===== src/rtl/sap_cpu_param_if.sv =====
// sap_cpu_param_if: control, program-load and ready/valid output bus of the SAP core
interface sap_cpu_param_if #(parameter int DATA_W = 4, parameter int ADDR_W = 4);
  logic run;
  logic prog_we;
  logic [ADDR_W-1:0] prog_addr;
  logic [3+DATA_W:0] prog_data;
  logic [DATA_W-1:0] port_out;
  logic out_valid;
  logic out_ready;
  logic halted;
  logic busy;
  modport master(output run, prog_we, prog_addr, prog_data, out_ready, input port_out, out_valid, halted, busy);
  modport slave(input run, prog_we, prog_addr, prog_data, out_ready, output port_out, out_valid, halted, busy);
endinterface


===== src/rtl/sap_cpu_param.sv =====
// sap_cpu_param: parametrised SAP accumulator CPU with loadable RAM, flags, jumps and ready/valid output
module sap_cpu_param #(parameter int DATA_W = 4, parameter int ADDR_W = 4) (
  input logic clk,
  input logic rst,
  sap_cpu_param_if.slave bus
);
  localparam int W = 4 + DATA_W;
  typedef enum logic [1:0] {IDLE, FETCH, EXEC, HALT} state_t;
  state_t state;
  logic [W-1:0] ram [2**ADDR_W];
  logic [W-1:0] ir, mem_rd;
  logic [ADDR_W-1:0] pc, ad;
  logic [DATA_W-1:0] a, b, k, diff;
  logic [DATA_W:0] sum;
  logic [3:0] op;
  logic zf, cf, parked, can_out;
  assign op = ir[W-1:DATA_W];
  assign k = ir[DATA_W-1:0];
  assign ad = k[ADDR_W-1:0];
  assign mem_rd = ram[ad];
  assign sum = {1'b0, a} + {1'b0, b};
  assign diff = a - b;
  assign parked = state == IDLE || state == HALT;
  assign can_out = !bus.out_valid || bus.out_ready;
  // loader writes only while parked, so it can never collide with an STA
  always_ff @(posedge clk)
    if (bus.prog_we && parked) ram[bus.prog_addr] <= bus.prog_data;
    else if (!rst && state == EXEC && op == 4'h3) ram[ad] <= W'(a);
  always_ff @(posedge clk)
    if (rst) begin
      state <= IDLE;
      pc <= '0;
      ir <= '0;
      a <= '0;
      b <= '0;
      zf <= 1'b0;
      cf <= 1'b0;
      bus.port_out <= '0;
      bus.out_valid <= 1'b0;
      bus.halted <= 1'b0;
      bus.busy <= 1'b0;
    end else begin
      if (bus.out_valid && bus.out_ready) bus.out_valid <= 1'b0;
      case (state)
        IDLE, HALT: if (bus.run) begin
          pc <= '0;
          state <= FETCH;
          bus.busy <= 1'b1;
          bus.halted <= 1'b0;
        end
        FETCH: begin
          ir <= ram[pc];
          pc <= pc + 1'b1;
          state <= EXEC;
        end
        EXEC: begin
          state <= FETCH;
          case (op)
            4'h1: begin a <= mem_rd[DATA_W-1:0]; zf <= mem_rd[DATA_W-1:0] == '0; end
            4'h2: begin a <= k; zf <= k == '0; end
            4'h4: b <= a;
            4'h5: begin {cf, a} <= sum; zf <= sum[DATA_W-1:0] == '0; end
            4'h6: begin a <= diff; cf <= a < b; zf <= diff == '0; end
            4'h7: pc <= ad;
            4'h8: if (zf) pc <= ad;
            4'h9: if (cf) pc <= ad;
            4'hA: if (can_out) begin bus.port_out <= a; bus.out_valid <= 1'b1; end else state <= EXEC;
            4'hF: begin state <= HALT; bus.busy <= 1'b0; bus.halted <= 1'b1; end
            default: ;
          endcase
        end
        default: state <= IDLE;
      endcase
    end
endmodule

===== src/flat_wrapper.sv =====
// flat-port wrapper written by rule: the top's interface ports become plain ports
module sap_cpu_param_flat 
#(parameter int DATA_W = 4, parameter int ADDR_W = 4)
  (clk, rst, bus_run, bus_prog_we, bus_prog_addr, bus_prog_data, bus_out_ready, bus_port_out, bus_out_valid, bus_halted, bus_busy);
  sap_cpu_param_if #(.DATA_W(DATA_W), .ADDR_W(ADDR_W)) bus_i ();
  input logic clk;
  input logic rst;
  input wire logic [$bits(bus_i.run)-1:0] bus_run;
  input wire logic [$bits(bus_i.prog_we)-1:0] bus_prog_we;
  input wire logic [$bits(bus_i.prog_addr)-1:0] bus_prog_addr;
  input wire logic [$bits(bus_i.prog_data)-1:0] bus_prog_data;
  input wire logic [$bits(bus_i.out_ready)-1:0] bus_out_ready;
  output wire logic [$bits(bus_i.port_out)-1:0] bus_port_out;
  output wire logic [$bits(bus_i.out_valid)-1:0] bus_out_valid;
  output wire logic [$bits(bus_i.halted)-1:0] bus_halted;
  output wire logic [$bits(bus_i.busy)-1:0] bus_busy;
  assign bus_i.run = bus_run;
  assign bus_i.prog_we = bus_prog_we;
  assign bus_i.prog_addr = bus_prog_addr;
  assign bus_i.prog_data = bus_prog_data;
  assign bus_i.out_ready = bus_out_ready;
  assign bus_port_out = bus_i.port_out;
  assign bus_out_valid = bus_i.out_valid;
  assign bus_halted = bus_i.halted;
  assign bus_busy = bus_i.busy;
  sap_cpu_param #(.DATA_W(DATA_W), .ADDR_W(ADDR_W)) u_core (.clk(clk), .rst(rst), .bus(bus_i));
endmodule

===== config.mk =====
export PLATFORM = sky130hd
export DESIGN_NAME = sap_cpu_param_flat
export DESIGN_NICKNAME = d
export VERILOG_FILES = /design/src/rtl/sap_cpu_param_if.sv /design/src/rtl/sap_cpu_param.sv /design/src/flat_wrapper.sv
export SDC_FILE = /design/constraint.sdc
export NUM_CORES = 1
export LEC_CHECK = 0
export ABC_AREA = 1
export CAP_MARGIN = 5
export CELL_PAD_IN_SITES_DETAIL_PLACEMENT = 1
export CELL_PAD_IN_SITES_GLOBAL_PLACEMENT = 1
export CORE_ASPECT_RATIO = 0.5
export CORE_MARGIN = 5
export CORE_UTILIZATION = 41
export CTS_CLUSTER_SIZE = 10
export DETAILED_ROUTE_END_ITERATION = 12
export PLACE_DENSITY = 0.81
export SYNTH_ARGS = -nofsm -noshare
export SYNTH_HDL_FRONTEND = slang
export SYNTH_SLANG_ARGS = --single-unit
export TNS_END_PERCENT = 50

===== constraint.sdc =====
create_clock -name clk -period 2.15 [get_ports clk]
set_input_delay 0.43 -clock clk [delete_from_list [all_inputs] [get_ports clk]]
set_output_delay 0.43 -clock clk [all_outputs]
set_load 0.01 [all_outputs]

==> summary.txt, run 1 <==
Status
  – Status: finished, violations left
  – Violations in the final reports: negative setup slack

Power and ir drop
  – Peak VDD IR: ~0.49 mV
  – Leakage: roughly 3.8 nW
  – Power per standard cell area: 837 nW/um^2
  – Final Power: between 8 and 9 mW

Final layout
  – FF+latch area: ~4500 um^2
  – Area growth from synthesis to layout: 22.7%
  – Fillers: between 2,000 and 2,500
  – Final Instance Count excl. Fillers: about 1,200
  – Ant diodes: 0
  – # nets final: approximately 960
  – Fraction of layout cells with a size suffix above 1: 14.9%
  – Area of the multi-input gates: 2920 um^2

Die
  – DIE AREA: between 20,000 and 25,000 um^2
  – I/O Pins: 24
  – Core area: about 19,000 um^2
  – Die Width: between 200 and 250 um
  – Initial Utilization: 42.0%
  – Placement Rows: 35
  – Vert. Die Dim: about 110 um

Worst setup path
  – WP buf/inv: 5
  – CP Depth: 12
  – Startpoint types: register
  – Crit path top cell by count: inv_2
  – Critical path fanouts, max: 5
  – Kind of critical path: reg2reg
  – Endpoint class of the critical path: register
  – Worst path slowest cell: dfxtp_2
  – Req. time, crit path: ~2300 ps
  – WP data arrival: roughly 2400 ps
  – Crit path cell chain: inv_2 -> ha_4 -> inv_2 -> nor3_4 -> nand3_4 -> buf_6 -> o21ai_4 -> inv_2 -> nor2_4 -> nand2_4 -> nor2_4 -> buf_6
  – Worst path top cell family by delay: simple AND/OR/NAND/NOR gates
  – Reg2Reg Depth: 12
  – Slowest Stage Delay on Critical Path: between 300 and 400 ps

STA
  – Max-slew violations: 0
  – Final-report hold violation count: 0
  – Final setup violation count: about 130
  – Unrepaired setup endpoints after global routing: true
  – Minimum clock period: roughly 2300 ps
  – Clk_skew: 12.7 ps
  – Worst Max-Slew Pin Slew: around 540 ps
  – Final period utilization: 106%
  – Setup ws final: -125 ps
  – Fmax: between 0.4 and 0.5 GHz
  – Rel. slew slack: between 60% and 70%

Place
  – Port buffer count: 23
  – HPWL after detailed placement: between 15 and 20 mm
  – Placed cell count: approximately 1,200
  – Routability Congestion: 0.947

Routing
  – Initial DRC count: approximately 560
  – WL per Instance: approximately 22 um
  – Remaining DRCs: 0
  – Routed vias/inst: 5.66
  – Routed Antenna Nets: 0
  – Final wirelength: roughly 26 mm
  – Vias: just under 7,000
  – First-pass DRT Iterations: 5

Logic synthesis
  – Avg Inst Size Synth: between 8 and 9 um^2
  – Post-synth EDFFs: 128
  – Register area share after synthesis: 57.2%
  – Syn Inst Count: 870
  – Distinct cells, synth: 39
  – Synth Flop Type: edfxtp_1
  – Ys Warns: 0
  – Post-Syn Nets: 900
  – Yosys reg bits: roughly 160
  – Fraction of registers with async set/reset: 0%
  – Syn Std Cell Area: 7800 um^2

Worst hold path
  – Hold-critical path depth: 2
  – Hold Path Class: reg2reg

Clock network
  – Clock root buffer: clkbuf_16
  – Hold bufs inserted after CTS: 0
  – Clock buffers created by TritonCTS: 17
  – Max Root-Sink Buffers: 2
  – H-tree depth: 4
  – Worst-path clk slew: 70 ps
  – CTS tree: yes
  – Clk_lat worst skew: around 440 ps
  – TritonCTS Sinks: between 150 and 200

GRT
  – Largest net degree at the start of global routing: 68
  – Vias in the first global route: around 7,000
  – Initial antenna violation count: 1
  – First-pass GRT wire length: between 40 and 50 mm
  – Global route overflow: 0
  – GRT Util Overall: about 24%

Job
  – Max cap viols: 0
==> cell families (layout without fill, tap and decap cells) <==
logic type | Yosys count | count (layout) | synth area share, %
compound gates | 205 | 205 | 14.7
flops | 159 | 159 | 57.2
simple gates | 341 | 341 | 18.0
xor+xnor | 2 | 2 | 0.225
buf+inv | 150 | 227 | 7.60
fa+ha+maj | 13 | 13 | 2.28
==> worst reg2reg max path: cells and delay by family (launching register included) <==
kind	cells	cell delay, ps
AO/OA/AOI/OAI	1	220
adder cells (fa/ha/maj)	1	130
buffers and inverters	5	580
AND/OR/NAND/NOR	5	770
flip-flops	1	320
==> layer usage <==
| layer | vias to the layer above | part of all wire, % | GRT usage [%] |
|---|---|---|---|
| li1 | 3078 | - | - |
| met1 | 3393 | 42 | 31.1 |
| met2 | 285 | 47 | 39.4 |
| met3 | 73 | 8.2 | 6.47 |
| met4 | 2 | 3.0 | 9.74 |
| met5 | - | 0.076 | 0 |
==> flip-flops by register name, indices dropped and copies added (netlist names), 2 cells and up <==
name and count:
u_core.ram 128, u_core.ir 8, u_core.a 4, u_core.b 4, u_core.bus.port_out 4, u_core.pc 4
u_core.state 2
==> layout make-up <==
| type | instances | share of cell area [%] |
|---|---|---|
| sequential | 159 | 46.7 |
| tap | 259 | 3.38 |
| timing repair buffer | 87 | 9.15 |
| clock buffer | 17 | 4.44 |
| inverter | 108 | 4.25 |
| multi-input combinational | 561 | 30.5 |
| clock inverter | 15 | 1.54 |
==> through the flow <==
stage	setup WS [ps]	hold WS (ps)	setup TNS, ps	cell area [um^2]	util, %
after floorplan	-192	460	-17130	7810	-
after global placement	-455	437	-52920	8760	47.2
after detailed placement	-537	463	-70590	8760	47.2
after CTS	-53.6	472	-1030	9530	51.3
after global routing	-208	500	-17910	9570	51.6
final	-125	474	-10550	9570	51.6
==> synthesized netlist by cell type (3+ instances only) <==
library cell,count,share of area (%)
nand2_1,178,8.6
edfxtp_1,128,49
o21ai_0,99,6.3
inv_1,98,4.7
nor2_1,92,4.4
a21oi_1,57,3.7
nand3_1,56,3.6
dfxtp_1,31,8.0
clkbuf_1,23,1.1
o22ai_1,16,1.3
buf_2,15,0.96
o211ai_1,12,1.2
ha_1,11,1.8
o221ai_1,8,0.90
clkinv_1,6,0.29
inv_2,4,0.19
nor3_1,4,0.26
nand3_2,3,0.38
o21ai_2,3,0.34
==> path summary, 6_finish.rpt <==
kind,startpoint,end,slack (ps)
max,u_core.state[0],u_core.ram[10][2],-130
min,u_core.bus.busy,u_core.bus.busy,470
max reg2reg,u_core.state[0],u_core.ram[10][2],-130
min reg2reg,u_core.bus.busy,u_core.bus.busy,470
==> power breakdown <==
| group | internal [mW] | switching [mW] | leakage [nW] |
|---|---|---|---|
| sequential | 3.41 | 0.0730 | 1.41 |
| combinational | 0.492 | 1.01 | 2.09 |
| clock | 1.63 | 1.40 | 0.276 |
| total | 5.54 | 2.48 | 3.77 |
==> repair_timing <==
action | in CTS | in global routing
pin swaps | 14 | 7
gates resized for setup | 48 | 12
endpoints found under the setup margin | 128 | 129
hold endpoints to repair | 0 | 0
buffers inserted | 1 | 1
==> placed cells by master, fill, tap and decap left out, types with 2 or more instances in the layout <==
master / count
nand3_1: 56
inv_2: 7
dfxtp_2: 5
inv_1: 95
nor2_2: 7
nor2_4: 9
nor3_1: 4
ha_1: 10
o21ai_0: 99
o21ai_4: 4
clkinvlp_4: 2
o22ai_1: 16
nor2_1: 78
a31oi_1: 2
clkbuf_16: 17
a21oi_1: 57
inv_6: 5
buf_4: 41
dfxtp_1: 26
buf_12: 9
o211ai_1: 12
nand2_4: 3
nand3_4: 3
nand2_2: 5
fa_1: 2
clkinv_4: 2
clkdlybuf4s50_1: 23
inv_8: 3
nand4_1: 2
buf_6: 14
o221ai_1: 8
edfxtp_1: 128
clkinv_1: 7
o21ai_1: 2
nand2_1: 171
No activity file was read; power rests on OpenSTA's default activity.
==> run 2, diff against run 1 <==
- CORE_MARGIN: 5 -> default
==> run 2 against run 1 <==
Net effect: the flow still finishes with violations (negative setup slack); design area increased by 0.55%; combinational power is essentially flat; global-route usage grew 3.0 points; wire length increased by 5.5%; sequential power is essentially flat; maximum frequency decreased by 0.86%; critical endpoint is now u_core.ram[2][2]; highest routed layer is now met4.
==> summary.txt, run 2 (synthesis results as in run 1) <==
Power and ir drop
  – Cell-internal power: 5.44 mW (-1.8%)
  – Leakage: 3.77 nW (about the same)
  – Switching share of power: 32.3% (+1.4 points)
  – Peak VDD IR: 0.559 mV (+15%)
  – Switching power: 2.60 mW (+4.8%)
  – Clock power share: 37.8% (about the same)
  – Power per standard cell area: 835 nW/um^2 (-0.30%)
  – Sequential power share: 43.3% (-0.2 points)
  – Gate power share: 18.9% (+0.2 points)

Routing
  – Vias: 6,932 (+1.5%)
  – Initial DRC count: 671 (+19%)
  – Remaining DRCs: 0 (unchanged)
  – WL per Instance: 23.0 um (+5.8%)
  – Final wirelength: 27.7 mm (+5.5%)
  – Routed Antenna Nets: 0 (unchanged)
  – First-pass DRT Iterations: 5 (unchanged)
  – Routed vias/inst: 5.76 (+1.7%)

Status
  – Violations in the final reports: negative setup slack
  – Status: finished, violations left

Worst setup path
  – Critical path fanouts, max: 8 (+3)
  – Setup slack, reg-to-reg: -150 ps (-20 ps)
  – Req. time, crit path: 2300 ps (about the same)
  – Endpoint class of the critical path: register
  – Kind of critical path: reg2reg
  – Worst path slowest cell: dfxtp_2
  – Startpoint types: register
  – WP data arrival: 2450 ps (about the same)
  – Crit path cell chain: inv_2 -> ha_4 -> inv_4 -> nor3_4 -> nand3_4 -> buf_12 -> o21ai_4 -> inv_2 -> nor2_4 -> nand2_2 -> nor2_4 -> buf_12
  – Slowest Stage Delay on Critical Path: 330 ps (about the same)

Final layout
  – Reg with most FFs: u_core.ram
  – Fillers: 2,101 (-0.43%)
  – Area of the multi-input gates: 2960 um^2 (+1.3%)
  – Area growth from synthesis to layout: 23.4%
  – Fraction of layout cells with a size suffix above 1: 15.0% (+0.15 points)
  – Top Registers: u_core.ram (128), u_core.ir (8)
  – Commonest cells after routing, fill and taps aside: 169 x nand2_1, 128 x edfxtp_1, 98 x o21ai_0, 93 x inv_1, 76 x nor2_1
  – Ant diodes: 0 (unchanged)
  – Utilization after layout: 52.0% (+0.41 points)
  – # nets final: 961 (-0.31%)
  – Commonest non-fill, non-tap cell in the layout: nand2_1
  – Max FFs per register: 128 (unchanged)
  – FF+latch area: 4470 um^2 (about the same)

Die
  – I/O Pins: 24 (unchanged)
  – Placement Rows: 35 (unchanged)
  – Core area: 18,500 um^2 (-0.24%)
  – DIE AREA: 19,600 um^2 (-11%)
  – Die Width: 197 um (-3.9%)
  – Initial Utilization: 42.1% (+0.099 points)
  – Vert. Die Dim: 99.6 um (-7.4%)

Clock network
  – H-tree depth: 4 (unchanged)
  – Max Root-Sink Buffers: 2 (unchanged)
  – Clk_lat worst skew: 440 ps (about the same)
  – Hold bufs inserted after CTS: 0 (unchanged)
  – Clock buffers created by TritonCTS: 17 (unchanged)
  – Clock root buffer: clkbuf_16
  – Worst-path clk slew: 70 ps (about the same)
  – TritonCTS Sinks: 159 (unchanged)
  – CTS tree: yes

Worst hold path
  – Hold Path Class: reg2reg

STA
  – Clk_skew: 18.0 ps (+5.32 ps)
  – Final-report hold violation count: 0 (unchanged)
  – Worst Max-Slew Pin Slew: 627 ps (+91.4 ps)
  – Final setup violation count: 144 (+13%)
  – Rel. slew slack: 58.0% (-6.2 points)
  – Fmax: 0.436 GHz (-0.86%)
  – Max-slew violations: 0 (unchanged)
  – Unrepaired setup endpoints after global routing: true
  – Setup TNS: -13,170 ps (-2620 ps)
  – Setup ws final: -145 ps (-19.9 ps)
  – Minimum clock period: 2300 ps (+19.9 ps)
  – Final period utilization: 107% (+0.92 points)

Place
  – Worst slack, placed: -549 ps (-12.0 ps)
  – Port buffer count: 23 (unchanged)
  – Routability Congestion: 0.916 (-3.3%)
  – HPWL after detailed placement: 16.8 mm (-2.5%)

GRT
  – Global route overflow: 0 (unchanged)
  – Largest net degree at the start of global routing: 67 (-1.5%)
  – GRT Util Overall: 27.3% (+3.0 points)
  – Vias in the first global route: 6,904 (-1.9%)
  – Initial antenna violation count: 1 (unchanged)
  – First-pass GRT wire length: 39.9 mm (-0.87%)

Job
  – Max cap viols: 0 (unchanged)
## run 2: repair_timing
item                       CTS  global route
setup endpoints to repair  128           178
buffers inserted             3             4
pin swaps                    8            14
gates resized for setup     41            36
cloned                       1             0
## run 2: worst max-delay path, delay by kind of cell (launching register included)
kind,cells,cell delay (ps)
flops,1,330
fa+ha+maj,1,150
compound gates,1,260
buf+inv,5,570
simple gates,5,690
## run 2: worst paths after layout
kind | depth (start not counted) | end | startpoint
worst max-delay path | 12 | u_core.ram[2][2] | u_core.state[0]
worst min-delay path | 2 | u_core.bus.halted | u_core.bus.halted
worst max register to register | 12 | u_core.ram[2][2] | u_core.state[0]
worst min register to register | 2 | u_core.bus.halted | u_core.bus.halted
## run 2: area by class of cell
cell class	count	share of cell area (%)
Tap cell	259	3.37
Timing Repair Buffer	84	9.28
Clock inverter	14	1.46
Clock buffer	18	4.46
Multi-Input combinational cell	561	30.8
Inverter	108	4.26
Sequential cell	159	46.4
## run 2: per-layer routing
metal | track usage, % | vias to the layer above | wire length (um)
met5 | 0 | - | 0
met4 | 10.2 | 0 | 833
met3 | 6.31 | 80 | 2440
met2 | 44.6 | 383 | 12800
met1 | 35.4 | 3397 | 11600
li1 | - | 3072 | -
## run 2: stage by stage
step                      hold WS (ps)  cell area (um^2)  cells  power [mW]
after floorplan                    460              7810    870        4.38
after global placement             438              8710   1164        4.84
after detailed placement           459              8710   1164        4.90
after CTS                          470              9490   1200        7.89
after global routing               490              9630   1203        8.29
final                              466              9630   1203        8.04
## run 2: power by group through the flow
stage               combinational (mW)  clock, mW  sequential, mW
floorplan                        0.852          0            3.53
global placement                  1.31          0            3.53
detailed placement                1.36          0            3.54
CTS                               1.44       2.97            3.48
global route                      1.65       3.15            3.49
finish                            1.52       3.04            3.48
==> run 3, diff against run 2 <==
- SKIP_LAST_GASP: default -> 1
==> run 3 against run 2 <==
Net effect: the flow still finishes with violations (negative setup slack); count of clock-buffer cells in the layout did not move; utilization hardly changed; combinational power about the same; global-route usage shrank 0.28 points; sequential share of layout area about the same; highest routed layer unchanged.
==> summary.txt, run 3 (synthesis results as in run 1) <==
STA
  – Unrepaired setup endpoints after global routing: true
  – Rel. slew slack: 56.2% (-1.7 points)
  – Minimum clock period: 2280 ps (-12.4 ps)
  – Fmax: 0.438 GHz (+0.54%)
  – Final period utilization: 106% (-0.58 points)
  – Setup ws final: -133 ps (+12.4 ps)
  – Clk_skew: 13.3 ps (-4.73 ps)
  – Final-report hold violation count: 0 (unchanged)
  – Final setup violation count: 120 (-17%)
  – Max-slew violations: 0 (unchanged)
  – Worst Max-Slew Pin Slew: 652 ps (+25.9 ps)
  – Setup TNS: -7540 ps (+5630 ps)

GRT
  – First-pass GRT wire length: 39.6 mm (-0.93%)
  – Vias in the first global route: 6,929 (+0.36%)
  – GRT Util Overall: 27.0% (-0.28 points)
  – Initial antenna violation count: 0 (-1)
  – Largest net degree at the start of global routing: 67 (unchanged)
  – Global route overflow: 0 (unchanged)

Clock network
  – Max Root-Sink Buffers: 2 (unchanged)
  – TritonCTS Sinks: 159 (unchanged)
  – Clock buffers created by TritonCTS: 17 (unchanged)
  – Worst-path clk slew: 70 ps (about the same)
  – Clock root buffer: clkbuf_16
  – H-tree depth: 4 (unchanged)
  – Clk_lat worst skew: 440 ps (about the same)
  – CTS tree: yes

Final layout
  – Commonest cells after routing, fill and taps aside: 169 x nand2_1, 128 x edfxtp_1, 99 x o21ai_0, 92 x inv_1, 76 x nor2_1
  – Max FFs per register: 128 (unchanged)
  – Final instance area: 9620 um^2 (about the same)
  – Reg with most FFs: u_core.ram
  – Fraction of layout cells with a size suffix above 1: 15.1% (+0.11 points)
  – Area growth from synthesis to layout: 23.3% (about the same)
  – Top Registers: u_core.ram (128), u_core.ir (8)
  – Commonest non-fill, non-tap cell in the layout: nand2_1
  – Ant diodes: 0 (unchanged)
  – # nets final: 961 (unchanged)

Worst setup path
  – Critical path fanouts, max: 8 (unchanged)
  – Req. time, crit path: 2300 ps (about the same)
  – WP data arrival: 2430 ps (-20 ps)
  – Kind of critical path: reg2reg
  – Startpoint types: register
  – Endpoint class of the critical path: register

Worst hold path
  – Hold Path Class: reg2reg

Place
  – Port buffer count: 23 (unchanged)
  – Routability Congestion: 0.916 (unchanged)
  – HPWL after detailed placement: 16.8 mm (unchanged)
  – Placed cell areas: 8710 um^2 (unchanged)

Status
  – Status: finished, violations left
  – Violations in the final reports: negative setup slack

Routing
  – WL per Instance: 22.2 um (-3.4%)
  – Vias: 6,881 (-0.74%)
  – First-pass DRT Iterations: 5 (unchanged)
  – Remaining DRCs: 0 (unchanged)
  – Initial DRC count: 579 (-14%)
  – Final wirelength: 26.7 mm (-3.4%)
  – Routed Antenna Nets: 0 (unchanged)
  – Routed vias/inst: 5.72 (-0.74%)

Power and ir drop
  – Sequential power share: 43.5% (+0.2 points)
  – Clock power share: 37.5% (-0.3 points)
  – Switching power: 2.56 mW (-1.7%)
  – Power per standard cell area: 831 nW/um^2 (-0.49%)
  – Leakage: 3.77 nW (about the same)
  – Final Power: 7.99 mW (-0.53%)
  – Switching share of power: 32.0% (-0.38 points)
  – Peak VDD IR: 0.567 mV (+1.4%)
  – Cell-internal power: 5.44 mW (about the same)
  – Gate power share: 19.0% (about the same)

Die
  – Placement Rows: 35 (unchanged)
  – Die Width: 197 um (unchanged)
  – DIE AREA: 19,600 um^2 (unchanged)
  – Initial Utilization: 42.1% (unchanged)
  – Core area: 18,500 um^2 (unchanged)
  – I/O Pins: 24 (unchanged)
  – Vert. Die Dim: 99.6 um (unchanged)

Job
  – Max cap viols: 0 (unchanged)
## run 3: cell counts in the layout (fill, tap and decap cells not counted)
Identical to the previous run, type by type.
## run 3: routing by layer
layer,GRT usage (%),part of all wire (%),up-vias
met5,0,0,-
met4,9.12,2.4,0
met3,4.58,8.9,62
met2,44.1,46,390
met1,36.5,42,3358
li1,-,-,3071
## run 3: power groups by stage
stage	logic (mW)	clock network, mW	registers (mW)
global placement	1.31	0	3.53
floorplan	0.852	0	3.53
detailed placement	1.36	0	3.54
global route	1.65	3.11	3.49
CTS	1.44	2.97	3.48
finish	1.52	3.00	3.48
## run 3: layout make-up
class                      instances  area, um^2
tap                              259         324
multi-input combinational        561        2950
clock inverter                    14         140
sequential                       159        4470
inverter                         108         413
timing repair buffer              84         893
clock buffer                      18         429
fill                            2081        8900
## run 3: path summary, 6_finish.rpt
kind | end | cells after the start | slack, ps | from
min reg2reg | u_core.bus.halted | 2 | 470 | u_core.bus.halted
min | u_core.bus.halted | 2 | 470 | u_core.bus.halted
max reg2reg | u_core.ram[2][2] | 12 | -130 | u_core.state[0]
max | u_core.ram[2][2] | 12 | -130 | u_core.state[0]
## run 3: stage by stage
step                worst slack (ps)  hold WS [ps]  cells  util (%)
global placement                -338           438   1164      47.0
CTS                             -109           470   1200      51.1
global route                    -196           490   1203      51.9
detailed placement              -549           459   1164      47.0
finish                          -133           466   1203      51.9
floorplan                       -192           460    870         -
## run 3: what timing repair did
action	4_1_cts	5_1_grt
setup endpoints to repair	128	161
buffers inserted	3	4
pin swaps	8	15
gates cloned	1	0
resized for setup	36	42
hold buffers	0	0
## run 3: worst max-delay path, cell delays in order, from the launching register on
cell and delay [ps]:
dfxtp_2 330, inv_2 70, ha_4 140, inv_4 40, nor3_4 170, nand3_4 130, buf_12 180, o21ai_4 220
inv_2 110, nor2_4 180, nand2_4 100, nor2_4 150, buf_12 160
